==> config.mk <==
export PLATFORM = sky130hd
export DESIGN_NAME = servo_slew_limiter
export DESIGN_NICKNAME = d
export VERILOG_FILES = /design/src/rtl/servo_defs.sv /design/src/rtl/tick_gen.sv /design/src/rtl/servo_slew_limiter.sv
export SDC_FILE = /design/constraint.sdc
export NUM_CORES = 1
export LEC_CHECK = 0
export CAP_MARGIN = 20
export CELL_PAD_IN_SITES_DETAIL_PLACEMENT = 0
export CELL_PAD_IN_SITES_GLOBAL_PLACEMENT = 1
export CORE_MARGIN = 5
export CORE_UTILIZATION = 43
export CTS_CLUSTER_SIZE = 28
export DETAILED_ROUTE_END_ITERATION = 7
export GPL_TIMING_DRIVEN = 1
export PLACE_DENSITY_LB_ADDON = 0.1
export SLEW_MARGIN = 20
export SYNTH_ARGS = -nofsm -noshare
export SYNTH_HDL_FRONTEND = slang
export SYNTH_SLANG_ARGS = --single-unit
export TNS_END_PERCENT = 100
==> constraint.sdc <==
create_clock -name clk -period 7.08 [get_ports clk]
set_input_delay 1.062 -clock clk [delete_from_list [all_inputs] [get_ports clk]]
set_output_delay 1.062 -clock clk [all_outputs]
set_load 0.02 [all_outputs]
==> src/rtl/servo_defs.sv <==
// Shared widths, FSM encodings and sign/magnitude helpers for the servo angle path.
// Used by servo_slew_limiter and its tick generator.
package servo_defs;

    localparam int unsigned MAG_W       = 8;
    localparam int unsigned POS_W       = 10;
    localparam int unsigned ANGLE_BUS_W = 16;
    localparam int unsigned STEP_W      = 4;

    localparam logic [0:0] StIdle = 1'b0;
    localparam logic [0:0] StRamp = 1'b1;

    typedef logic [POS_W-1:0] pos_t;
    typedef logic [MAG_W-1:0] mag_t;

    // Magnitude of a two's-complement position; positions stay within +/-255.
    function automatic mag_t pos_mag(input pos_t p);
        pos_t n;
        n = p[POS_W-1] ? -p : p;
        return MAG_W'(n);
    endfunction

    function automatic pos_t signed_target(input mag_t m, input logic neg);
        pos_t p;
        p = {{(POS_W-MAG_W){1'b0}}, m};
        return neg ? -p : p;
    endfunction

endpackage

==> src/rtl/tick_gen.sv <==
// Free-running divider: one-cycle tick every DIV clocks. Shared by the servo
// slew limiter and PWM update timing.
module tick_gen #(
    parameter int unsigned DIV = 50_000
) (
    input  logic clk,
    input  logic rst_a_n,
    output logic tick
);

    localparam int unsigned   CntW   = (DIV > 1) ? $clog2(DIV) : 1;
    localparam logic [CntW-1:0] CntMax = CntW'(DIV - 1);

    logic [CntW-1:0] cnt_q, cnt_d;

    always_comb begin
        tick  = (cnt_q == CntMax);
        cnt_d = tick ? '0 : cnt_q + CntW'(1);
    end

    always_ff @(posedge clk or negedge rst_a_n) begin
        if (!rst_a_n) begin
            cnt_q <= '0;
        end else begin
            cnt_q <= cnt_d;
        end
    end

endmodule

==> src/rtl/servo_slew_limiter.sv <==
// Walks a registered servo position toward the commanded angle by a bounded step per tick.
// Define SLEW_ACCEL_EN to ramp the step size up from 1 instead of using MAX_STEP directly.
module servo_slew_limiter
    import servo_defs::*;
#(
    parameter int unsigned CLOCK_FREQ_HZ = 50_000_000,
    parameter int unsigned TICK_HZ       = 1000,
    parameter int unsigned MAX_STEP      = 4
) (
    input  logic                   clk,
    input  logic                   rst_a_n,
    input  logic                   enable,
    input  logic [ANGLE_BUS_W-1:0] target_abs,
    input  logic                   target_is_negative,
    output logic [ANGLE_BUS_W-1:0] servo_abs,
    output logic                   servo_is_negative,
    output logic                   busy,
    output logic                   arrived
);

    localparam int unsigned       TICK_DIV = CLOCK_FREQ_HZ / TICK_HZ;
    localparam logic [STEP_W-1:0] MaxStep  = STEP_W'(MAX_STEP);

    logic tick;

    tick_gen #(
        .DIV(TICK_DIV)
    ) u_tick_gen (
        .clk     (clk),
        .rst_a_n (rst_a_n),
        .tick    (tick)
    );

    pos_t              tgt_q, tgt_d;
    pos_t              pos_q, pos_d;
    pos_t              stepped;
    logic [0:0]        state_q, state_d;
    logic              arrived_q, arrived_d;
    logic [POS_W:0]    diff, diff_mag;
    logic              diff_neg;
    logic              at_target;
    logic              move, land;
    logic [STEP_W-1:0] eff_step, step;
    logic              unused_target_hi;

    assign unused_target_hi = ^target_abs[ANGLE_BUS_W-1:MAG_W];
    assign tgt_d = signed_target(target_abs[MAG_W-1:0], target_is_negative);

    // One candidate step toward tgt, clipped so it never overshoots.
    always_comb begin
        diff      = {tgt_q[POS_W-1], tgt_q} - {pos_q[POS_W-1], pos_q};
        diff_neg  = diff[POS_W];
        diff_mag  = diff_neg ? -diff : diff;
        at_target = (tgt_q == pos_q);
        step      = (diff_mag < {{(POS_W+1-STEP_W){1'b0}}, eff_step})
                    ? diff_mag[STEP_W-1:0] : eff_step;
        stepped   = diff_neg ? pos_q - {{(POS_W-STEP_W){1'b0}}, step}
                             : pos_q + {{(POS_W-STEP_W){1'b0}}, step};
        move      = enable && (state_q == StRamp) && !at_target && tick;
        land      = move && (stepped == tgt_q);
    end

    always_comb begin
        state_d   = state_q;
        pos_d     = pos_q;
        arrived_d = 1'b0;
        if (!enable) begin
            state_d = StIdle;
            pos_d   = tgt_q;
        end else begin
            case (state_q)
                StIdle: begin
                    if (!at_target) begin
                        state_d = StRamp;
                    end
                end
                StRamp: begin
                    // A target that lands on pos between ticks ends the ramp silently.
                    if (at_target) begin
                        state_d = StIdle;
                    end else if (move) begin
                        pos_d = stepped;
                        if (land) begin
                            state_d   = StIdle;
                            arrived_d = 1'b1;
                        end
                    end
                end
                default: state_d = StIdle;
            endcase
        end
    end

`ifdef SLEW_ACCEL_EN
    logic [STEP_W-1:0] cur_step_q, cur_step_d;
    logic              dir_q, dir_d;
    logic              reversal;

    // Step grows by one per moving tick; a direction change starts over at 1.
    always_comb begin
        reversal   = (dir_q != diff_neg);
        eff_step   = reversal ? STEP_W'(1) : cur_step_q;
        cur_step_d = cur_step_q;
        dir_d      = dir_q;
        if (!enable || ((state_q == StRamp) && (state_d == StIdle))) begin
            cur_step_d = STEP_W'(1);
        end else if (move) begin
            dir_d      = diff_neg;
            cur_step_d = (eff_step >= MaxStep) ? MaxStep : eff_step + STEP_W'(1);
        end
    end

    always_ff @(posedge clk or negedge rst_a_n) begin
        if (!rst_a_n) begin
            cur_step_q <= STEP_W'(1);
            dir_q      <= 1'b0;
        end else begin
            cur_step_q <= cur_step_d;
            dir_q      <= dir_d;
        end
    end
`else
    assign eff_step = MaxStep;
`endif

    always_ff @(posedge clk or negedge rst_a_n) begin
        if (!rst_a_n) begin
            tgt_q     <= '0;
            pos_q     <= '0;
            state_q   <= StIdle;
            arrived_q <= 1'b0;
        end else begin
            tgt_q     <= tgt_d;
            pos_q     <= pos_d;
            state_q   <= state_d;
            arrived_q <= arrived_d;
        end
    end

    assign servo_abs         = {{(ANGLE_BUS_W-MAG_W){1'b0}}, pos_mag(pos_q)};
    assign servo_is_negative = pos_q[POS_W-1];
    assign busy              = (state_q == StRamp);
    assign arrived           = arrived_q;

endmodule

==> flow_metrics.py, run 1 <==
metrics = {
    "layout": {
        "fin_nets": 437,
        "syn2layout_area_growth_pct": 11.1,
        "fin_area_mm2": 0.00358,
        "n_fill_cell": 748,
        "drive_gt1_frac": 0.0409,
        "diodes": 0,
    },
    "power": {
        "ir_drop_uv": 85.2,
        "power_density_mw_per_mm2": 231,
        "cellLeakagePower_uw": 0.00155,
    },
    "logic_synthesis": {
        "yosysTopAreaCellShare": 0.295,
        "seq_area_frac_synth": 0.295,
        "synthAdderAreaFrac": 0.109,
        "syn_area_per_cell_um2": 8.70,
        "synth_compound_area_frac": 0.174,
        "synth-seq-cells": 38,
        "netlist_top_cells_area": "dfrtp_1 (29%), ha_1 (9.7%), xnor2_1 (8.1%), xor2_1 (5.4%), a21oi_1 (2.9%)",
        "synthArstFlopShare": 1.00,
        "syn_inst": 371,
        "yosys.area_share.xor_xnor": 0.143,
        "yosys.area_share.simple": 0.217,
        "synth.distinct_cells": 58,
        "synth_edf_count": 0,
        "synth_area_mm2": 0.00323,
        "synth_mux_area_frac": 0,
        "synth_top_family_by_area": "simple AND/OR/NAND/NOR gates",
        "yosys.area.top_type": "dfrtp_1",
        "ys.flop_type": "dfrtp_1",
        "yosysWarnings": 0,
    },
    "cts": {
        "cts_inserted_buffers": 5,
        "cts_root_buf": "clkbuf_8",
        "cts.sinks": 38,
        "clkTransAtPathRegs_ns": 0.08,
        "cts_setup_buffers": 0,
        "h-tree-depth": 2,
        "clock_path_buffers": 2,
        "post_cts_resized": 0,
        "cts_hold_buf": 0,
        "clk-insertion-delay-late_ns": 0.29,
        "cts_tree": "yes",
    },
    "global_routing": {
        "antenna_found_initial": 0,
        "grt.total_usage": 0.168,
        "grt_pass1_vias": 2581,
        "grt_overflow": 0,
        "grt_pass1_wl_mm": 13.0,
        "grt_max_degree": 39,
    },
    "critical_path": {
        "critPathMaxFanout": 9,
        "crit_arrival_ns": 6.40,
        "critPathKind": "reg -> reg",
        "cp-end-kind": "flip-flop",
        "cp-start-kind": "flip-flop",
        "worstPathRequired_ns": 7.31,
    },
    "worst_hold_path": {
        "hold_path_class": "reg -> reg",
    },
    "route": {
        "wl_per_cell_um": 15.5,
        "drt-initial-drc-count": 140,
        "met2_length_mm": 3.33,
        "drt-pass1-iter-count": 5,
        "top_layer_used": "met4",
        "wl_mm": 7.59,
        "wl_met3_um": 318,
        "ant_nets": 0,
        "drcViolationCount": 0,
        "wl_met1_mm": 3.81,
        "dr_total_vias": 2654,
        "vias_per_cell": 5.42,
    },
    "timing": {
        "skew_ns": 0.00835,
        "min_period_over_period": 0.871,
        "worstMarginPinSlew_ns": 0.972,
        "fin_ws_ns": 0.910,
        "maxSlewHeadroom": 0.349,
        "slew_violations": 0,
        "tns_ns": 0,
        "rsz0062_at_grt": "no",
        "maxClockFrequency_ghz": 0.162,
        "hold_viol_final": 0,
        "period_needed_ns": 6.17,
        "setup_viol": 0,
    },
    "die": {
        "die_area_mm2": 0.00934,
        "die_h_um": 96.6,
        "core_area_mm2": 0.00729,
        "top_level_ports": 39,
        "rows": 31,
        "fp.dieW_um": 96.6,
        "initial_core_util": 0.443,
    },
    "job": {
        "maxCapViolations": 0,
    },
    "placed_design": {
        "gp_congestion": 0.918,
        "placed_area_mm2": 0.00349,
        "place_ws_ns": 0.946,
        "hpwl_mm": 6.12,
        "io_buffers": 22,
    },
    "outcome": {
        "status": "completed",
    },
}
==> flip-flops by register name, summed over array words and instances (netlist names) <==
| register | flops |
|---|---|
| tgt_q | 10 |
| pos_q | 10 |
| busy | 1 |
| arrived | 1 |
| u_tick_gen.cnt_q | 16 |
==> kinds of logic after synthesis <==
family                     count (synthesis)
xor gates and xnor gates                  51
AOI/OAI and AO/OA                         82
DFF                                       38
adders and majority gates                 27
other                                      2
and+or+nand+nor                          131
buffers and inverters                     40
==> area by class of cell <==
class / instances / area (um2) / share of cell area
timing repair buffer: 23 / 223 / 0.0621
clock inverter: 2 / 12.5 / 0.00349
sequential: 38 / 951 / 0.265
tap: 99 / 124 / 0.0346
clock buffer: 6 / 82.6 / 0.0230
inverter: 22 / 82.6 / 0.0230
multi-input combinational: 300 / 2110 / 0.588
==> report_power, final <==
part	internal, uW	switching (uW)
Combinational	182	240
Clock	78.3	77.7
Sequential	229	19.9
==> per-layer routing <==
metal	up-vias	track usage
met5	-	0
met3	9	0.0353
met1	1241	0.242
li1	1347	-
met2	57	0.258
met4	0	0.0421
==> path summary, 6_finish.rpt <==
path                                startpoint                  end  slack (ns)  cells past startpoint
max                                   pos_q[0]              arrived        0.91                     23
max in group asynchronous              rst_a_n             pos_q[5]        5.64                      1
min in group asynchronous              rst_a_n             pos_q[1]        0.88                      1
min                        u_tick_gen.cnt_q[0]  u_tick_gen.cnt_q[0]        0.49                      1
min reg2reg                u_tick_gen.cnt_q[0]  u_tick_gen.cnt_q[0]        0.49                      1
max reg2reg                           pos_q[0]              arrived        0.91                     23
==> worst max-delay path, stage by stage (launching register included) <==
cell and delay (ns):
dfrtp_1 0.41, ha_1 0.25, fa_1 0.41, nand2b_1 0.20, a21oi_1 0.31, o21ai_1 0.12
a31oi_1 0.75, and3_1 0.28, o221ai_1 0.17, nor3_4 0.35, nand2b_1 0.12, ha_1 0.31
a21oi_1 0.24, ha_1 0.28, nor2b_1 0.12, o21ai_0 0.24, o22ai_1 0.17, nor4_1 0.34
o41ai_1 0.16, a21oi_1 0.20, xnor2_1 0.19, xnor2_1 0.18, xnor2_1 0.16, and2_1 0.15
==> cells in the mapped netlist (3+ instances only) <==
cell type	instances
ha_1	25
nand2_1	23
o31ai_1	5
nor2_1	24
inv_1	22
xor2_1	20
a21oi_1	19
and3_1	6
o221ai_1	3
buf_4	9
xnor2_1	30
a221o_1	5
o22ai_1	3
or4_1	4
clkbuf_1	7
nand3_1	16
nand4_1	5
o21ai_1	3
nor2b_1	14
dfrtp_1	38
or3_1	3
nor3_1	10
and2_1	4
o21ai_0	17
nand2b_1	10
nor4_1	4
a21o_1	4
==> per-stage QoR <==
stage	std cells	power [uW]	hold slack, ns	util
3_5_place_dp	482	672	0.475	0.479
3_3_place_gp	482	666	0.478	0.479
4_1_cts	490	833	0.487	0.492
6_report	490	827	0.487	0.492
2_1_floorplan	378	575	0.447	-
5_1_grt	490	894	0.515	0.492
==> cells in the final DEF, fill, tap and decap left out, drive strengths merged, types with 3 or more instances in the layout <==
| cell type | count |
|---|---|
| o21ai | 20 |
| and3 | 6 |
| a221o | 5 |
| conb | 9 |
| ha | 25 |
| nor2 | 24 |
| o221ai | 3 |
| xnor2 | 30 |
| or3 | 3 |
| clkdlybuf4s50 | 21 |
| clkbuf | 6 |
| xor2 | 20 |
| or4 | 4 |
| nand3 | 16 |
| inv | 22 |
| and2 | 5 |
| o31ai | 5 |
| a31o | 3 |
| nand2 | 23 |
| a21oi | 19 |
| nor3 | 11 |
| nor4 | 4 |
| dfrtp | 38 |
| nand4 | 5 |
| a21o | 4 |
| nor2b | 14 |
| a21boi | 3 |
| nand2b | 10 |
| o22ai | 4 |
No activity file was read; power rests on OpenSTA's default activity.
==> run 2: changes to the inputs <==
--- a/config.mk
+++ b/config.mk
@@ -18,4 +18,4 @@
 export SYNTH_ARGS = -nofsm -noshare
 export SYNTH_HDL_FRONTEND = slang
 export SYNTH_SLANG_ARGS = --single-unit
-export TNS_END_PERCENT = 100
+export TNS_END_PERCENT = 1
==> results of run 2 <==
Same layout as run 1: the final DEF is identical, and so are final timing and power.
